File: config.mk
export PLATFORM = sky130hd
export DESIGN_NAME = fc_argmax_ctrl_flat
export DESIGN_NICKNAME = d
export VERILOG_FILES = /design/src/rtl/fc_argmax_ctrl_if.sv /design/src/rtl/fc_argmax_ctrl.sv /design/src/flat_wrapper.sv
export SDC_FILE = /design/constraint.sdc
export NUM_CORES = 1
export LEC_CHECK = 0
export BUFFER_PORTS_ARGS = -buffer_cell sky130_fd_sc_hd__buf_2
export CORE_UTILIZATION = 28
export CTS_BUF_LIST = sky130_fd_sc_hd__clkbuf_4 sky130_fd_sc_hd__clkbuf_8
export CTS_CLUSTER_DIAMETER = 150
export DETAILED_ROUTE_END_ITERATION = 7
export GPL_TIMING_DRIVEN = 1
export PLACE_DENSITY_LB_ADDON = 0.05
export SLEW_MARGIN = 15
export SYNTH_ARGS = -nofsm -noshare
export SYNTH_HDL_FRONTEND = slang
export SYNTH_SLANG_ARGS = --single-unit
File: constraint.sdc
create_clock -name clk -period 9.4 [get_ports clk]
set_clock_uncertainty 0.15 [all_clocks]
set_input_delay 0.47 -clock clk [delete_from_list [all_inputs] [get_ports clk]]
set_output_delay 0.47 -clock clk [all_outputs]
set_load 0.1 [all_outputs]
File: src/rtl/fc_argmax_ctrl_if.sv
// Result channel of the FC argmax controller.
// Handshake: the master raises resultValid and holds resultClass, resultScore
// and timeoutErr stable until a rising clock edge at which resultReady is also
// high; that edge completes the transfer. The consumer may hold resultReady high
// in advance, which gives a one-cycle valid pulse.
interface fc_argmax_ctrl_if;
    logic        resultValid;
    logic        resultReady;
    logic [7:0]  resultClass;
    logic [15:0] resultScore;
    logic        timeoutErr;

    modport master (
        output resultValid,
        output resultClass,
        output resultScore,
        output timeoutErr,
        input  resultReady
    );

    modport slave (
        input  resultValid,
        input  resultClass,
        input  resultScore,
        input  timeoutErr,
        output resultReady
    );
endinterface

File: src/rtl/fc_argmax_ctrl.sv
// Sequencer for a fully connected layer: kicks the layer, waits for it to
// finish (with a saturating timeout), captures its outputs, then scans one node
// per cycle for the signed maximum and offers the index/value as a result.
module fc_argmax_ctrl #(
    parameter int numNodesOut   = 3,
    parameter int timeoutCycles = 1023
) (
    input  logic                      clk,
    input  logic                      reset,
    input  logic                      start,
    output logic                      busy,
    output logic                      layerReset,
    output logic                      layerEnable,
    input  logic                      layerFinished,
    input  logic [16*numNodesOut-1:0] layerOutputs,
    fc_argmax_ctrl_if.master          res,
    output logic [2:0]                state_o
);

    typedef enum logic [2:0] {
        S_IDLE   = 3'd0,
        S_KICK   = 3'd1,
        S_RUN    = 3'd2,
        S_SCAN   = 3'd3,
        S_OUTPUT = 3'd4
    } state_t;

    localparam logic [16:0] TIMEOUT_LIM = 17'(timeoutCycles);
    localparam logic [7:0]  LAST_IDX    = 8'(numNodesOut - 1);

    state_t                    state_q, state_d;
    logic [15:0]               cnt_q, cnt_d;
    logic [7:0]                idx_q, idx_d;
    logic [16*numNodesOut-1:0] cap_q, cap_d;
    logic signed [15:0]        max_q, max_d;
    logic [7:0]                max_idx_q, max_idx_d;
    logic [7:0]                class_q, class_d;
    logic [15:0]               score_q, score_d;
    logic                      valid_q, valid_d;
    logic                      err_q, err_d;
    logic                      lreset_q, lreset_d;
    logic                      lenable_q, lenable_d;
    logic                      busy_q, busy_d;

    logic signed [15:0]        node_val;
    logic signed [15:0]        cand_val;
    logic [7:0]                cand_idx;
    logic [16:0]               cnt_inc;

    // Next-state and datapath: one captured node is compared per SCAN cycle.
    always_comb begin
        state_d   = state_q;
        cnt_d     = cnt_q;
        idx_d     = idx_q;
        cap_d     = cap_q;
        max_d     = max_q;
        max_idx_d = max_idx_q;
        class_d   = class_q;
        score_d   = score_q;
        valid_d   = valid_q;
        err_d     = err_q;

        node_val = '0;
        for (int i = 0; i < numNodesOut; i++) begin
            if (idx_q == 8'(i)) begin
                node_val = cap_q[16*i +: 16];
            end
        end

        // Node 0 seeds the maximum; only strictly greater values replace it,
        // so ties resolve to the lowest index.
        if (idx_q == 8'd0 || node_val > max_q) begin
            cand_val = node_val;
            cand_idx = idx_q;
        end else begin
            cand_val = max_q;
            cand_idx = max_idx_q;
        end

        cnt_inc = {1'b0, cnt_q} + 17'd1;

        case (state_q)
            S_IDLE: begin
                if (start) begin
                    state_d = S_KICK;
                    err_d   = 1'b0;
                    cnt_d   = '0;
                end
            end
            S_KICK: begin
                state_d = S_RUN;
            end
            S_RUN: begin
                cnt_d = (cnt_q == 16'hFFFF) ? cnt_q : cnt_inc[15:0];
                // A finish on the expiring edge still counts as success.
                if (layerFinished) begin
                    cap_d   = layerOutputs;
                    idx_d   = '0;
                    state_d = S_SCAN;
                end else if (cnt_inc >= TIMEOUT_LIM) begin
                    err_d   = 1'b1;
                    class_d = '0;
                    score_d = '0;
                    valid_d = 1'b1;
                    state_d = S_OUTPUT;
                end
            end
            S_SCAN: begin
                max_d     = cand_val;
                max_idx_d = cand_idx;
                idx_d     = idx_q + 8'd1;
                if (idx_q == LAST_IDX) begin
                    class_d = cand_idx;
                    score_d = cand_val;
                    valid_d = 1'b1;
                    state_d = S_OUTPUT;
                end
            end
            S_OUTPUT: begin
                if (res.resultReady) begin
                    valid_d = 1'b0;
                    state_d = S_IDLE;
                end
            end
            default: begin
                state_d = S_IDLE;
            end
        endcase

        // Layer controls and busy are registered from the state being entered.
        lreset_d  = (state_d == S_KICK);
        lenable_d = (state_d == S_KICK) || (state_d == S_RUN);
        busy_d    = (state_d != S_IDLE);
    end

    // State and output registers; reset aborts any operation in flight.
    always_ff @(posedge clk or negedge reset) begin
        if (!reset) begin
            state_q   <= S_IDLE;
            cnt_q     <= '0;
            idx_q     <= '0;
            cap_q     <= '0;
            max_q     <= '0;
            max_idx_q <= '0;
            class_q   <= '0;
            score_q   <= '0;
            valid_q   <= 1'b0;
            err_q     <= 1'b0;
            lreset_q  <= 1'b0;
            lenable_q <= 1'b0;
            busy_q    <= 1'b0;
        end else begin
            state_q   <= state_d;
            cnt_q     <= cnt_d;
            idx_q     <= idx_d;
            cap_q     <= cap_d;
            max_q     <= max_d;
            max_idx_q <= max_idx_d;
            class_q   <= class_d;
            score_q   <= score_d;
            valid_q   <= valid_d;
            err_q     <= err_d;
            lreset_q  <= lreset_d;
            lenable_q <= lenable_d;
            busy_q    <= busy_d;
        end
    end

    assign busy            = busy_q;
    assign layerReset      = lreset_q;
    assign layerEnable     = lenable_q;
    assign res.resultValid = valid_q;
    assign res.resultClass = class_q;
    assign res.resultScore = score_q;
    assign res.timeoutErr  = err_q;
    assign state_o         = state_q;

endmodule
File: src/flat_wrapper.sv
// flat-port wrapper written by rule: the top's interface ports become plain ports
module fc_argmax_ctrl_flat 
#(
    parameter int numNodesOut   = 3,
    parameter int timeoutCycles = 1023
)
  (clk, reset, start, busy, layerReset, layerEnable, layerFinished, layerOutputs, state_o, res_resultValid, res_resultClass, res_resultScore, res_timeoutErr, res_resultReady);
  fc_argmax_ctrl_if res_i ();
  input  logic clk;
  input  logic reset;
  input  logic start;
  output logic busy;
  output logic layerReset;
  output logic layerEnable;
  input  logic layerFinished;
  input  logic [16*numNodesOut-1:0] layerOutputs;
  output logic [2:0] state_o;
  output wire logic [$bits(res_i.resultValid)-1:0] res_resultValid;
  output wire logic [$bits(res_i.resultClass)-1:0] res_resultClass;
  output wire logic [$bits(res_i.resultScore)-1:0] res_resultScore;
  output wire logic [$bits(res_i.timeoutErr)-1:0] res_timeoutErr;
  input wire logic [$bits(res_i.resultReady)-1:0] res_resultReady;
  assign res_resultValid = res_i.resultValid;
  assign res_resultClass = res_i.resultClass;
  assign res_resultScore = res_i.resultScore;
  assign res_timeoutErr = res_i.timeoutErr;
  assign res_i.resultReady = res_resultReady;
  fc_argmax_ctrl #(.numNodesOut(numNodesOut), .timeoutCycles(timeoutCycles)) u_core (.clk(clk), .reset(reset), .start(start), .busy(busy), .layerReset(layerReset), .layerEnable(layerEnable), .layerFinished(layerFinished), .layerOutputs(layerOutputs), .res(res_i), .state_o(state_o));
endmodule
==> results of run 1 <==
==> layer usage <==
layer	routed length [um]	vias to the layer above	share of wire (%)
met5	0	-	0
met3	715	11	4.0
li1	-	2596	-
met4	163	0	0.90
met2	8268	105	46
met1	8929	2570	49
==> cell usage in the layout (no fill, tap or decap), types with 16 or more instances in the layout <==
master	instances
nand2_1	185
dfrtp_1	128
buf_2	83
nor2_1	37
o21ai_0	37
inv_1	23
ha_1	22
nor4_1	18
clkbuf_8	18
nand3_1	16
mux2_2	16
==> power by group through the flow <==
| stage | clock (uW) | combinational (uW) | sequential (uW) |
|---|---|---|---|
| detailed placement | 0 | 1570 | 888 |
| global route | 513 | 1720 | 904 |
| global placement | 0 | 1550 | 891 |
| CTS | 487 | 1570 | 877 |
| floorplan | 0 | 926 | 1150 |
| finish | 469 | 1550 | 875 |
==> registers in the layout, summed over array words and instances (netlist names) <==
name and count:
u_core.cnt_q 16, u_core.idx_q 8, u_core.busy 1, u_core.res.resultScore 16, u_core.layerReset 1, u_core.cap_q 48
u_core.state_o 3, u_core.layerEnable 1, u_core.max_q 16, u_core.res.timeoutErr 1, u_core.res.resultClass 8, u_core.max_idx_q 8
u_core.res.resultValid 1
==> what timing repair did <==
item / 4_1_cts / 5_1_grt
hold endpoints to repair: 55 / 0
gates resized for setup: 0 / 0
hold buffers: 1 / 0
buffers inserted: 0 / 0
==> per-stage QoR <==
stage                     instances  area [um^2]  setup WS (ns)  util (%)  total power [uW]
final                          1085         7594          4.356     33.34              2897
after global placement         1052         7202          4.482     31.62              2441
after detailed placement       1052         7202          4.332     31.62              2457
after CTS                      1085         7594          4.304     33.34              2939
after global routing           1085         7594          3.943     33.34              3138
after floorplan                 693         6543          5.398         -              2077
==> worst paths after layout <==
| path | startpoint | to | slack [ns] | cells past startpoint |
|---|---|---|---|---|
| max in group asynchronous | reset | u_core.cap_q[22] | 7.16 | 3 |
| max reg2reg | u_core.idx_q[2] | u_core.max_idx_q[1] | 4.36 | 10 |
| min | layerOutputs[8] | u_core.cap_q[8] | 0.06 | 3 |
| max | u_core.idx_q[2] | u_core.max_idx_q[1] | 4.36 | 10 |
| min in group asynchronous | reset | u_core.cnt_q[9] | 0.48 | 2 |
| min reg2reg | u_core.res.resultValid | u_core.res.resultValid | 0.33 | 2 |
==> area by class of cell <==
class	count	area, um^2	share of cell area, %
well taps	313	391.6	5.157
flip-flops and latches	128	3203	42.18
multi-input cells	500	3068	40.40
inverters	23	86.33	1.137
clock inverters	13	126.4	1.664
clock buffers	19	255.2	3.361
repair buffers	89	462.9	6.097
==> cells by family after synthesis <==
logic type | Yosys count
AOI/OAI and AO/OA | 135
adders and majority gates | 22
buffers and inverters | 65
xor gates and xnor gates | 3
muxes | 20
DFF | 128
and+or+nand+nor | 320
==> worst max-delay path: stages (launching register included) <==
cell and delay [ns]:
dfrtp_1 0.48, nor4_4 0.42, and3_1 0.89, o21ai_0 0.36, ha_1 0.38, nand4_1 0.15, or4_1 0.57, a21oi_1 0.22
o21a_1 0.72, o21ai_2 0.25, mux2_2 0.33
==> impl_metrics.json, run 1 <==
{
  "outcome": "completed",
  "grt_pass1_wl_um": 29360,
  "grt_max_degree": 74,
  "synthTopCellsByArea": "dfrtp_1, nand2_1, ha_1",
  "vdd_ir_drop_max_v": 0.0001759,
  "yosys.area_share.xor_xnor_pct": 0.4016,
  "finalHoldViolCount": 0,
  "synth_edf_count": 0,
  "critPathRequiredTime_ns": 9.57,
  "path_clk_slew_ns": 0.09,
  "via_per_inst": 4.868,
  "clock_path_buffers": 2,
  "synth_nets": 768,
  "overflow": 0,
  "slew_violations": 0,
  "grt_pass1_vias": 5299,
  "synthArstFlopShare_pct": 100.0,
  "busiest_layer": "met2",
  "synth_area_per_cell_um2": 9.441,
  "yosys.area_share.simple_pct": 23.50,
  "antenna_cells": 0,
  "synth_top_area_cell": "dfrtp_1",
  "finalCritPeriodShare_pct": 53.66,
  "combPwrFrac_pct": 53.6,
  "tightest_slew_ns": 1.021,
  "dr.pass1.iters": 4,
  "fillers": 2404,
  "grt_usage_pct": 15.87,
  "yosysMostFrequentCell": "nand2_1",
  "globalRouteMet2Util_pct": 24.88,
  "drt_iter0_markers": 260,
  "numCtsBuffers": 17,
  "p_int_uw": 1395,
  "final_layout_size_suffix_gt1_share_pct": 20.34,
  "synth_top_family_by_area": "simple AND/OR/NAND/NOR gates",
  "rsz0062_at_grt": "false",
  "max-slew-margin-rel_pct": 31.92,
  "portBuffers": 84,
  "synth.mux.area_fraction_pct": 3.385,
  "wl_per_cell_um": 16.66,
  "drcViolationCount": 0,
  "htreeDepth": 4,
  "layout.nets": 834,
  "ys_seq_elements": 128,
  "critPathLaunchType": "flop",
  "yosysWarningCount": 0,
  "timing.fmax_mhz": 198.2,
  "worst_hold_path_type": "primary input to flop",
  "synth_flop_cell": "dfrtp_1",
  "cts_tree": "yes",
  "vias": 5282,
  "routabilityCongestion": 0.7860,
  "max-cap-violations": 0,
  "pwr-share-seq_pct": 30.2,
  "synth.top_cell.area_share_pct": 48.96,
  "hold_ws_ns": 0.05514,
  "die_x_um": 154.9,
  "cp-end-kind": "flop",
  "clkPwrFrac_pct": 16.2,
  "finalSetupTns_ns": 0,
  "swShare_pct": 51.86,
  "fp-row-count": 55,
  "ant_nets": 0,
  "arrival_ns": 5.22,
  "synth_compound_area_share_pct": 15.30,
  "clock-sinks": 128,
  "min_period_ns": 5.044,
  "insertion_delay_ns": 0.45,
  "synth.top_cells.by_count": "nand2_1, dfrtp_1, nor2_1, o21ai_0, clkbuf_1",
  "crit_type": "flop to flop",
  "critical_path.max_fanout": 26,
  "io_pins": 85,
  "syn_to_final_growth_pct": 16.06,
  "grt_use_met1_pct": 22.16,
  "wirelength_um": 18080,
  "power_density_nw_per_um2": 381.6,
  "use_met3_pct": 3.705,
  "dieArea_um2": 23980,
  "cts_root_buffer": "clkbuf_8",
  "die_h_um": 154.9,
  "p_sw_uw": 1503,
  "synth_area_um2": 6543,
  "initial_core_util_pct": 28.72,
  "ys_seq_area_share_pct": 48.96,
  "synthCells": 693,
  "p_leak_uw": 0.003695,
  "synthAdderAreaFrac_pct": 4.207,
  "ys_types": 65,
  "core_um2": 22780,
  "hpwlAfterDp_um": 12230,
  "antenna_found_initial": 0,
  "finalSetupViolations": 0
}
No activity file was read; power rests on OpenSTA's default activity.
==> inputs of run 2 (changes only) <==
clock period = 4.47 ns   (was 9.4 ns; I/O delays follow)
==> run 2 against run 1 <==
Net effect: cell area rose by 9.0%; via count increased by 5.0%; setup slack worse by 4.0 ns; hold slack lost 0.026 ns; critical path type unchanged; largest power group unchanged.
==> impl_metrics.json, run 2 (synthesis gave the netlist of run 1 again) <==
{
  "outcome": "completed",
  "grt_pass1_vias": 5484,
  "worstRegToRegCells": 14,
  "rr_startpoint": "u_core.idx_q[2]",
  "final_util_pct": 36.33,
  "drcViolationCount": 0,
  "finalHoldViolCount": 0,
  "rsz0062_at_grt": "false",
  "combPwrFrac_pct": 56.2,
  "swShare_pct": 50.15,
  "cts_tree": "yes",
  "htreeDepth": 4,
  "antenna_cells": 0,
  "post_dp_cell_area_um2": 7372,
  "p_int_uw": 3203,
  "insertion_delay_ns": 0.46,
  "pwr-share-seq_pct": 28.8,
  "largest_register_ffs": 48,
  "crit_family": "simple AND/OR/NAND/NOR gates",
  "core_um2": 22780,
  "critPathRequiredTime_ns": 4.65,
  "syn_to_final_growth_pct": 26.49,
  "portBuffers": 84,
  "cts_root_buffer": "clkbuf_8",
  "place_inst": 1073,
  "max_stage_delay_ns": 0.55,
  "dr.pass1.iters": 4,
  "p_sw_uw": 3223,
  "slew_violations": 0,
  "grt_pass1_wl_um": 30240,
  "hold_depth": 3,
  "antenna_found_initial": 0,
  "reg2reg_slack_ns": 0.32,
  "layout_commonest_cell": "nand2_1",
  "fp-row-count": 55,
  "vdd_ir_drop_max_v": 0.0003279,
  "path_clk_slew_ns": 0.07,
  "tightest_slew_ns": 0.9415,
  "min_period_ns": 4.146,
  "die_x_um": 154.9,
  "wirelength_um": 18670,
  "hpwlAfterDp_um": 13080,
  "drt_iter0_markers": 215,
  "layout.nets": 905,
  "layout.cells.non_filler": 1156,
  "p_leak_uw": 0.004005,
  "timing.fmax_mhz": 241.2,
  "crit_type": "flop to flop",
  "finalSetupViolations": 0,
  "numCtsBuffers": 17,
  "grt_max_degree": 54,
  "worst_path_max_delay_cell": "or4_1",
  "critical_path.max_fanout": 13,
  "routabilityCongestion": 0.7742,
  "dieArea_um2": 23980,
  "path_cells": "nor4_4, nand3_1, nor2_4, buf_12, a22oi_1, o21ai_0, ha_1, nand4_1, or4_1, a21oi_1, o21ai_2, a21oi_4, buf_4, mux2_2",
  "vias": 5546,
  "top_register": "u_core.cap_q",
  "cp-endpoint": "u_core.max_q[14]",
  "ant_nets": 0,
  "clkPwrFrac_pct": 15.0,
  "max-slew-margin-rel_pct": 37.23,
  "overflow": 0,
  "wl_per_cell_um": 16.15,
  "initial_core_util_pct": 28.72,
  "via_per_inst": 4.798,
  "clock_path_buffers": 2,
  "worst_hold_path_type": "primary input to flop",
  "final_layout_size_suffix_gt1_share_pct": 21.47,
  "grt_usage_pct": 16.38,
  "worstReg2RegEnd": "u_core.max_q[14]",
  "clock-sinks": 128,
  "power_density_nw_per_um2": 776.5,
  "mostFrequentLayoutCells": "nand2_1, dfrtp_1, buf_2, dlygate4sd3_1, nor2_1",
  "fin_area_um2": 8275,
  "crit_path_start": "u_core.idx_q[2]",
  "critPathLaunchType": "flop",
  "io_pins": 85,
  "cp.buffers_inverters": 2,
  "max-cap-violations": 0,
  "path_depth": 14,
  "finalCritPeriodShare_pct": 92.74,
  "arrival_ns": 4.33,
  "die_h_um": 154.9,
  "cp-end-kind": "flop"
}
## run 2: how the worst min path moves through the flow
stage / startpoint / endpoint / slack (ns)
floorplan: reset / u_core.busy / -0.22
global placement: reset / u_core.cnt_q[9] / 0.15
detailed placement: reset / u_core.cnt_q[9] / 0.16
CTS: layerFinished / u_core.state_o[1] / 0.005
global route: layerFinished / u_core.state_o[1] / 0.07
finish: layerFinished / u_core.state_o[1] / 0.03
## run 2: through the flow
step / setup WS (ns) / setup TNS [ns] / hold WS (ns) / total power [uW]
2_1_floorplan: 0.4681 / 0 / -0.2221 / 4367
3_3_place_gp: 0.05903 / 0 / 0.1519 / 5420
3_5_place_dp: -0.1070 / -1.110 / 0.1646 / 5438
4_1_cts: 0.1031 / 0 / 0.005441 / 6478
5_1_grt: 0.01753 / 0 / 0.06580 / 6953
6_report: 0.3243 / 0 / 0.02911 / 6426
## run 2: repair_timing
action	in CTS	in global routing
gates resized for setup	1	4
setup endpoints to repair	17	41
hold buffers	50	0
setup buffers	0	1
pin swaps	0	1
endpoints found under the hold margin	94	0
## run 2: layout make-up
cell class	count	area [um^2]
Clock buffer	20	262.8
Clock inverter	12	110.1
Fill cell	2357	14500
Inverter	23	86.33
Multi-Input combinational cell	500	3078
Sequential cell	128	3203
Tap cell	313	391.6
Timing Repair Buffer	160	1144
## run 2: power groups by stage
stage	combinational, uW	clock (uW)	sequential, uW
2_1_floorplan	1950	0	2420
3_3_place_gp	3530	0	1890
3_5_place_dp	3560	0	1880
4_1_cts	3620	1000	1860
5_1_grt	3990	1060	1910
6_report	3610	965	1850
## run 2: layer usage
layer / up-vias / global-route usage [%] / routed length (um) / share of wire [%]
met3: 7 / 3.816 / 655 / 3.5
met5: - / 0 / 0 / 0
li1: 2736 / - / - / -
met4: 0 / 3.347 / 114 / 0.61
met1: 2704 / 21.64 / 9037 / 48
met2: 99 / 27.31 / 8860 / 47
## run 2: tightest hold or removal path: stages
cell and delay, ns:
buf_2 0.12, a21oi_1 0.12, a221oi_1 0.10
